[src/rtl/button_event_ctrl_pkg.sv]
// Shared types and helpers for the button event controller.
// Channel FSM state encoding and counter width sizing.
package button_event_ctrl_pkg;

    typedef enum logic [1:0] {
        ST_UP     = 2'd0,
        ST_CHK_DN = 2'd1,
        ST_DOWN   = 2'd2,
        ST_CHK_UP = 2'd3
    } btn_state_t;

    // Width able to hold the value v; never below one bit.
    function automatic int cnt_w(input int v);
        return (v < 1) ? 1 : $clog2(v + 1);
    endfunction

endpackage

[src/rtl/button_event_ctrl_channel.sv]
// One button channel: debounce FSM plus hold counter producing press, release,
// long-press and auto-repeat pulses. Counters advance only on the shared tick.
module button_event_ctrl_channel
    import button_event_ctrl_pkg::*;
#(
    parameter int DEBOUNCE_TICKS = 10,
    parameter int LONG_TICKS     = 1000,
    parameter int REPEAT_TICKS   = 200
) (
    input  logic CLK,
    input  logic rst_n,
    input  logic s,
    input  logic tick,
    input  logic enable,
    output logic lvl,
    output logic press_pls,
    output logic release_pls,
    output logic long_pls,
    output logic repeat_pls
);

    localparam int HC_MAX = (LONG_TICKS > REPEAT_TICKS) ? LONG_TICKS : REPEAT_TICKS;
    localparam int DC_W   = cnt_w(DEBOUNCE_TICKS);
    localparam int HC_W   = cnt_w(HC_MAX);

    localparam logic [DC_W-1:0] DC_LAST  = DC_W'(DEBOUNCE_TICKS - 1);
    localparam logic [HC_W-1:0] HC_LONG  = HC_W'(LONG_TICKS - 1);
    localparam logic [HC_W-1:0] HC_RPT   = HC_W'(REPEAT_TICKS - 1);

    btn_state_t      state, state_nx;
    logic [DC_W-1:0] dc, dc_nx;
    logic [HC_W-1:0] hc, hc_nx;
    logic            long_done, long_done_nx;
    logic            lvl_nx, press_nx, release_nx, long_nx, repeat_nx;

    always_ff @(posedge CLK or negedge rst_n) begin
        if (!rst_n) begin
            state       <= ST_UP;
            dc          <= '0;
            hc          <= '0;
            long_done   <= 1'b0;
            lvl         <= 1'b0;
            press_pls   <= 1'b0;
            release_pls <= 1'b0;
            long_pls    <= 1'b0;
            repeat_pls  <= 1'b0;
        end else begin
            state       <= state_nx;
            dc          <= dc_nx;
            hc          <= hc_nx;
            long_done   <= long_done_nx;
            lvl         <= lvl_nx;
            press_pls   <= press_nx;
            release_pls <= release_nx;
            long_pls    <= long_nx;
            repeat_pls  <= repeat_nx;
        end
    end

    // A level change on s always takes priority over a coincident tick.
    always_comb begin
        state_nx     = state;
        dc_nx        = dc;
        hc_nx        = hc;
        long_done_nx = long_done;
        lvl_nx       = lvl;
        press_nx     = 1'b0;
        release_nx   = 1'b0;
        long_nx      = 1'b0;
        repeat_nx    = 1'b0;
        if (enable) begin
            case (state)
                ST_UP: begin
                    if (s) begin
                        state_nx = ST_CHK_DN;
                        dc_nx    = '0;
                    end
                end
                ST_CHK_DN: begin
                    if (!s) begin
                        state_nx = ST_UP;
                    end else if (tick) begin
                        if (dc == DC_LAST) begin
                            state_nx     = ST_DOWN;
                            hc_nx        = '0;
                            long_done_nx = 1'b0;
                            lvl_nx       = 1'b1;
                            press_nx     = 1'b1;
                        end else begin
                            dc_nx = dc + 1'b1;
                        end
                    end
                end
                ST_DOWN: begin
                    if (!s) begin
                        state_nx = ST_CHK_UP;
                        dc_nx    = '0;
                    end else if (tick) begin
                        if (!long_done && hc == HC_LONG) begin
                            long_nx      = 1'b1;
                            long_done_nx = 1'b1;
                            hc_nx        = '0;
                        end else if (long_done && hc == HC_RPT) begin
                            repeat_nx = 1'b1;
                            hc_nx     = '0;
                        end else begin
                            hc_nx = hc + 1'b1;
                        end
                    end
                end
                ST_CHK_UP: begin
                    // Returning high here is a bounce: hold count and long state survive.
                    if (s) begin
                        state_nx = ST_DOWN;
                    end else if (tick) begin
                        if (dc == DC_LAST) begin
                            state_nx   = ST_UP;
                            lvl_nx     = 1'b0;
                            release_nx = 1'b1;
                        end else begin
                            dc_nx = dc + 1'b1;
                        end
                    end
                end
                default: state_nx = ST_UP;
            endcase
        end
    end

endmodule

[src/rtl/button_event_ctrl.sv]
// Button event controller top: reset and input synchronisers, shared timebase
// prescaler, and one debounce/event channel per button.
module button_event_ctrl
    import button_event_ctrl_pkg::*;
#(
    parameter int NUM_BTN        = 4,
    parameter int CLKS_PER_TICK  = 12000,
    parameter int DEBOUNCE_TICKS = 10,
    parameter int LONG_TICKS     = 1000,
    parameter int REPEAT_TICKS   = 200
) (
    input  logic               CLK,
    input  logic               i_RST_N,
    input  logic [NUM_BTN-1:0] i_BTN,
    input  logic               i_Enable,
    output logic [NUM_BTN-1:0] o_BTN,
    output logic [NUM_BTN-1:0] o_Press,
    output logic [NUM_BTN-1:0] o_Release,
    output logic [NUM_BTN-1:0] o_Long,
    output logic [NUM_BTN-1:0] o_Repeat,
    output logic               o_Tick
);

    localparam int              PS_W    = cnt_w(CLKS_PER_TICK);
    localparam logic [PS_W-1:0] PS_LAST = PS_W'(CLKS_PER_TICK - 1);

    logic               rst_sync_p0, rst_sync_p1;
    logic               rst_n;
    logic [NUM_BTN-1:0] btn_sync_p0, btn_sync_p1;
    logic [PS_W-1:0]    presc;
    logic               tick;

    // Reset asserts asynchronously, releases two clocks after i_RST_N rises.
    always_ff @(posedge CLK or negedge i_RST_N) begin
        if (!i_RST_N) begin
            rst_sync_p0 <= 1'b0;
            rst_sync_p1 <= 1'b0;
        end else begin
            rst_sync_p0 <= 1'b1;
            rst_sync_p1 <= rst_sync_p0;
        end
    end

    assign rst_n = rst_sync_p1;

    // Stage p0/p1: two-flop synchroniser on the raw button pins.
    always_ff @(posedge CLK or negedge rst_n) begin
        if (!rst_n) begin
            btn_sync_p0 <= '0;
            btn_sync_p1 <= '0;
        end else begin
            btn_sync_p0 <= i_BTN;
            btn_sync_p1 <= btn_sync_p0;
        end
    end

    always_ff @(posedge CLK or negedge rst_n) begin
        if (!rst_n) begin
            presc <= '0;
        end else if (i_Enable) begin
            presc <= (presc == PS_LAST) ? '0 : presc + 1'b1;
        end
    end

    assign tick   = i_Enable && (presc == PS_LAST);
    assign o_Tick = tick;

    for (genvar g = 0; g < NUM_BTN; g++) begin : g_ch
        button_event_ctrl_channel #(
            .DEBOUNCE_TICKS (DEBOUNCE_TICKS),
            .LONG_TICKS     (LONG_TICKS),
            .REPEAT_TICKS   (REPEAT_TICKS)
        ) u_ch (
            .CLK         (CLK),
            .rst_n       (rst_n),
            .s           (btn_sync_p1[g]),
            .tick        (tick),
            .enable      (i_Enable),
            .lvl         (o_BTN[g]),
            .press_pls   (o_Press[g]),
            .release_pls (o_Release[g]),
            .long_pls    (o_Long[g]),
            .repeat_pls  (o_Repeat[g])
        );
    end

endmodule

[config.mk]
export PLATFORM = sky130hd
export DESIGN_NAME = button_event_ctrl
export DESIGN_NICKNAME = d
export VERILOG_FILES = /design/src/rtl/button_event_ctrl_pkg.sv /design/src/rtl/button_event_ctrl_channel.sv /design/src/rtl/button_event_ctrl.sv
export SDC_FILE = /design/constraint.sdc
export NUM_CORES = 1
export LEC_CHECK = 0
export BUFFER_PORTS_ARGS = -buffer_cell sky130_fd_sc_hd__buf_2
export CORE_MARGIN = 1.5
export CORE_UTILIZATION = 35
export CTS_BUF_LIST = sky130_fd_sc_hd__clkbuf_16
export DETAILED_ROUTE_END_ITERATION = 7
export SYNTH_ARGS = -nofsm -noshare
export SYNTH_HDL_FRONTEND = slang
export SYNTH_HIERARCHICAL = 1
export SYNTH_SLANG_ARGS = --single-unit
[constraint.sdc]
create_clock -name CLK -period 3.7 [get_ports CLK]
set_clock_uncertainty 0.2 [all_clocks]
set_input_delay 0.37 -clock CLK [delete_from_list [all_inputs] [get_ports CLK]]
set_output_delay 0.37 -clock CLK [all_outputs]
set_load 0.02 [all_outputs]
==> impl_metrics.ini <==
[floorplan]
die_h_um = 132
core_um2 = 16100
ios = 28
die_area_um2 = 17300
die_w_um = 132
rows = 46
start_util_pct = 36.1

[route]
avgViaCountPerCell = 5.43
ant_nets = 0
drc_errors = 0
vias = 4409
drt_first_pass_iters = 4
wire_per_inst_um = 14.3
drtIter0Drc = 198
routed_wl_mm = 11.6

[setup_path]
crit_chain = or4b_4 > nor4_4 > buf_4 > nand3_1 > a2bb2o_1 > o31ai_1 > mux2_2
crit_required_ps = 3750
slowest_stage = or4b_4
worst-path-max-fanout = 15
critPathCaptureType = flip-flop
start_kind = flip-flop
path_buf_inv = 1
worstSetupPathType = reg2reg
crit_path_max_incr_delay_ps = 600
worst_ep_arrival_time_ps = 2970
cp_top_family = simple AND/OR/NAND/NOR gates

[timing]
finalCriticalPeriod_ps = 2920
fin_setup_tns_ps = 0
rsz0062_at_grt = false
setup-violations-final = 0
final_max_slew_viol_count = 0
worst_pin_slew_ps = 826
hold_viol_final = 0
slew_headroom_pct = 44.9
clock.fmax_ghz = 0.342
period_share_pct = 79.0

[global_route]
antenna_found_initial = 0
grt_overflow = 0
grt_pass1_wl_mm = 19.6
grt_max_degree = 64
grt_pass1_vias = 4205
grt.total_usage_pct = 13.6

[layout]
fillers = 1538
drive_above_1_share_pct = 14.1
stdcell_count = 812
multi_input_area_um2 = 2860
syn_to_final_growth_pct = 13.2
final_nets = 612
seq_area_um2 = 2810

[logic_synthesis]
async_flop_share_pct = 100
yosysSeqAreaShare_pct = 48.3
synthesis.area_um2 = 5800
yosys_warnings = 6
synth_flop_cell = dfrtp_1
postSynthNetCount = 578
synth_cells = 557
synth.distinct_cells = 53
avgSynthCellArea_um2 = 10.4
synth_seq_cells = 112
synth_edf_count = 0

[cts]
clk_path_buf_depth = 2
post-cts-setup-buffers = 0
clk_latency_ps = 360
cts_tree = yes
cts_sinks = 112
clockRootBuffer = clkbuf_16
cts_resized = 0
numCtsBuffers = 9
cts_htree_levels = 3
clk_pin_slew_ps = 70

[place]
place_inst = 791
gp_congestion = 0.827
dpl.hpwl_mm = 7.89
io_buffers = 27

[power]
power_density_nw_per_um2 = 398
leakage_uw = 0.00285
vdd_drop_max_v = 0.000298

[outcome]
status = finished, final reports clean

[run]
drv_cap = 0

[hold_path]
hold_class = in2async
per-stage QoR:
| stage | hold slack, ps | setup WS [ps] | utilization, % | instance area [um^2] | power [uW] |
|---|---|---|---|---|---|
| global route | 113 | 544 | 40.9 | 6560 | 2730 |
| finish | 123 | 777 | 40.9 | 6560 | 2610 |
| CTS | 110 | 771 | 40.9 | 6560 | 2650 |
| global placement | -44.5 | 901 | 38.6 | 6200 | 1590 |
| floorplan | -126 | 149 | - | 5810 | 1530 |
| detailed placement | -43.7 | 798 | 38.6 | 6200 | 1600 |
cell usage after synthesis (2+ instances only):
master | number | share of area (%)
and4b_1 | 6 | 1.0
or4b_4 | 5 | 1.2
xor2_1 | 6 | 0.91
o311ai_0 | 9 | 1.4
nor4_1 | 9 | 0.97
a21o_1 | 4 | 0.52
nand4b_1 | 5 | 0.76
a22o_1 | 14 | 2.1
o22a_1 | 6 | 0.91
and3_1 | 18 | 1.9
a221o_1 | 4 | 0.69
nand2b_1 | 6 | 0.65
a21oi_1 | 12 | 1.0
o2bb2ai_1 | 2 | 0.30
buf_6 | 3 | 0.58
a2bb2o_1 | 3 | 0.52
nand3_1 | 29 | 2.5
xnor2_1 | 6 | 0.91
nand2_1 | 44 | 2.8
o21a_1 | 9 | 1.2
clkbuf_1 | 11 | 0.71
nor3b_1 | 13 | 1.7
o21ai_0 | 24 | 2.1
dfrtp_1 | 112 | 48
nor2_1 | 28 | 1.8
mux2_2 | 14 | 2.7
o32ai_1 | 3 | 0.45
or2_2 | 7 | 0.76
and2_1 | 5 | 0.54
ha_1 | 14 | 3.0
o22ai_1 | 3 | 0.32
nand3b_1 | 4 | 0.52
nor2_2 | 3 | 0.32
a2111oi_4 | 4 | 1.9
nand4_1 | 7 | 0.76
or3_1 | 5 | 0.54
nor2b_1 | 9 | 0.97
nor3_1 | 32 | 2.8
a41oi_1 | 3 | 0.45
or4_1 | 8 | 1.0
inv_1 | 19 | 1.2
o41ai_1 | 4 | 0.60
o31ai_1 | 14 | 1.8
a22oi_1 | 2 | 0.26
cell type report:
class                   instances  area share (%)
flip-flops and latches        112            42.8
clock inverters                 6            1.30
diodes                          1          0.0381
multi-input cells             411            43.6
well taps                     216            4.12
clock buffers                   9            3.43
inverters                      19            1.09
repair buffers                 38            3.70
layer usage:
layer | wire [um] | up-vias | global-route usage, % | share of wire, %
met3 | 365 | 8 | 3.47 | 3.1
met4 | 108 | 0 | 4.01 | 0.93
met1 | 5560 | 2170 | 17.2 | 48
met2 | 5590 | 69 | 22.9 | 48
li1 | - | 2162 | - | -
met5 | 0 | - | 0 | 0
final timing paths:
path / start / end / slack, ps / cells past startpoint
max: presc[5]$_DFFE_PN0P_ / g_ch[1].u_ch/hc[8]$_DFFE_PN0P_ / 780 / 7
min: i_RST_N / rst_n$_DFF_PN0_ / 120 / 2
max reg2reg: presc[5]$_DFFE_PN0P_ / g_ch[1].u_ch/hc[8]$_DFFE_PN0P_ / 780 / 7
min reg2reg: btn_sync_p0[0]$_DFF_PN0_ / btn_sync_p1[0]$_DFF_PN0_ / 150 / 0
max in group asynchronous: rst_n$_DFF_PN0_ / g_ch[1].u_ch/hc[2]$_DFFE_PN0P_ / 2330 / 1
min in group CLK: btn_sync_p0[0]$_DFF_PN0_ / btn_sync_p1[0]$_DFF_PN0_ / 150 / 0
state kept, by name, indices dropped and copies added, names as in the netlist, named ones only:
signal / cells
rst_n: 1
g_ch.u_ch/state: 4
presc: 14
btn_sync_p0: 4
g_ch.u_ch/dc: 16
g_ch.u_ch/lvl: 4
g_ch.u_ch/repeat_pls: 4
rst_sync_p0: 1
g_ch.u_ch/release_pls: 4
g_ch.u_ch/hc: 40
g_ch.u_ch/press_pls: 4
g_ch.u_ch/long_pls: 4
g_ch.u_ch/long_done: 4
btn_sync_p1: 4
report_power, final:
part	internal [uW]	switching, uW	total [uW]
registers	1290	93.8	1380
clock network	589	439	1030
logic	94.3	105	199
total	1970	638	2610
repair_timing:
| item | 4_1_cts | 5_1_grt |
|---|---|---|
| hold buffers | 5 | 0 |
| endpoints found under the hold margin | 6 | 0 |
| endpoints found under the setup margin | 0 | 0 |
logic make-up (layout without fill, tap and decap cells):
kind of cell    Yosys count  in the layout  share of synthesized area (%)
simple gates            246            246                           24.4
other cells               1              2                         0.0647
flops                   112            112                           48.3
fa+ha+maj                14             14                           3.02
buf+inv                  34             72                           2.61
compound gates          123            123                           16.9
xor+xnor                 12             12                           1.81
mux                      15             15                           2.89
cells in the final DEF, fill, tap and decap left out, types with 7 or more instances in the layout:
master	Yosys	layout
dfrtp_1	112	111
nand2_1	44	44
nor3_1	32	32
nand3_1	29	29
nor2_1	28	28
buf_2	1	27
o21ai_0	24	24
inv_1	19	20
and3_1	18	18
a22o_1	14	14
ha_1	14	14
o31ai_1	14	14
mux2_2	14	14
nor3b_1	13	13
a21oi_1	12	12
nor2b_1	9	9
clkbuf_16	0	9
o311ai_0	9	9
o21a_1	9	9
nor4_1	9	8
or4_1	8	8
nand4_1	7	7
or2_2	7	7
No activity file was read; power rests on OpenSTA's default activity.
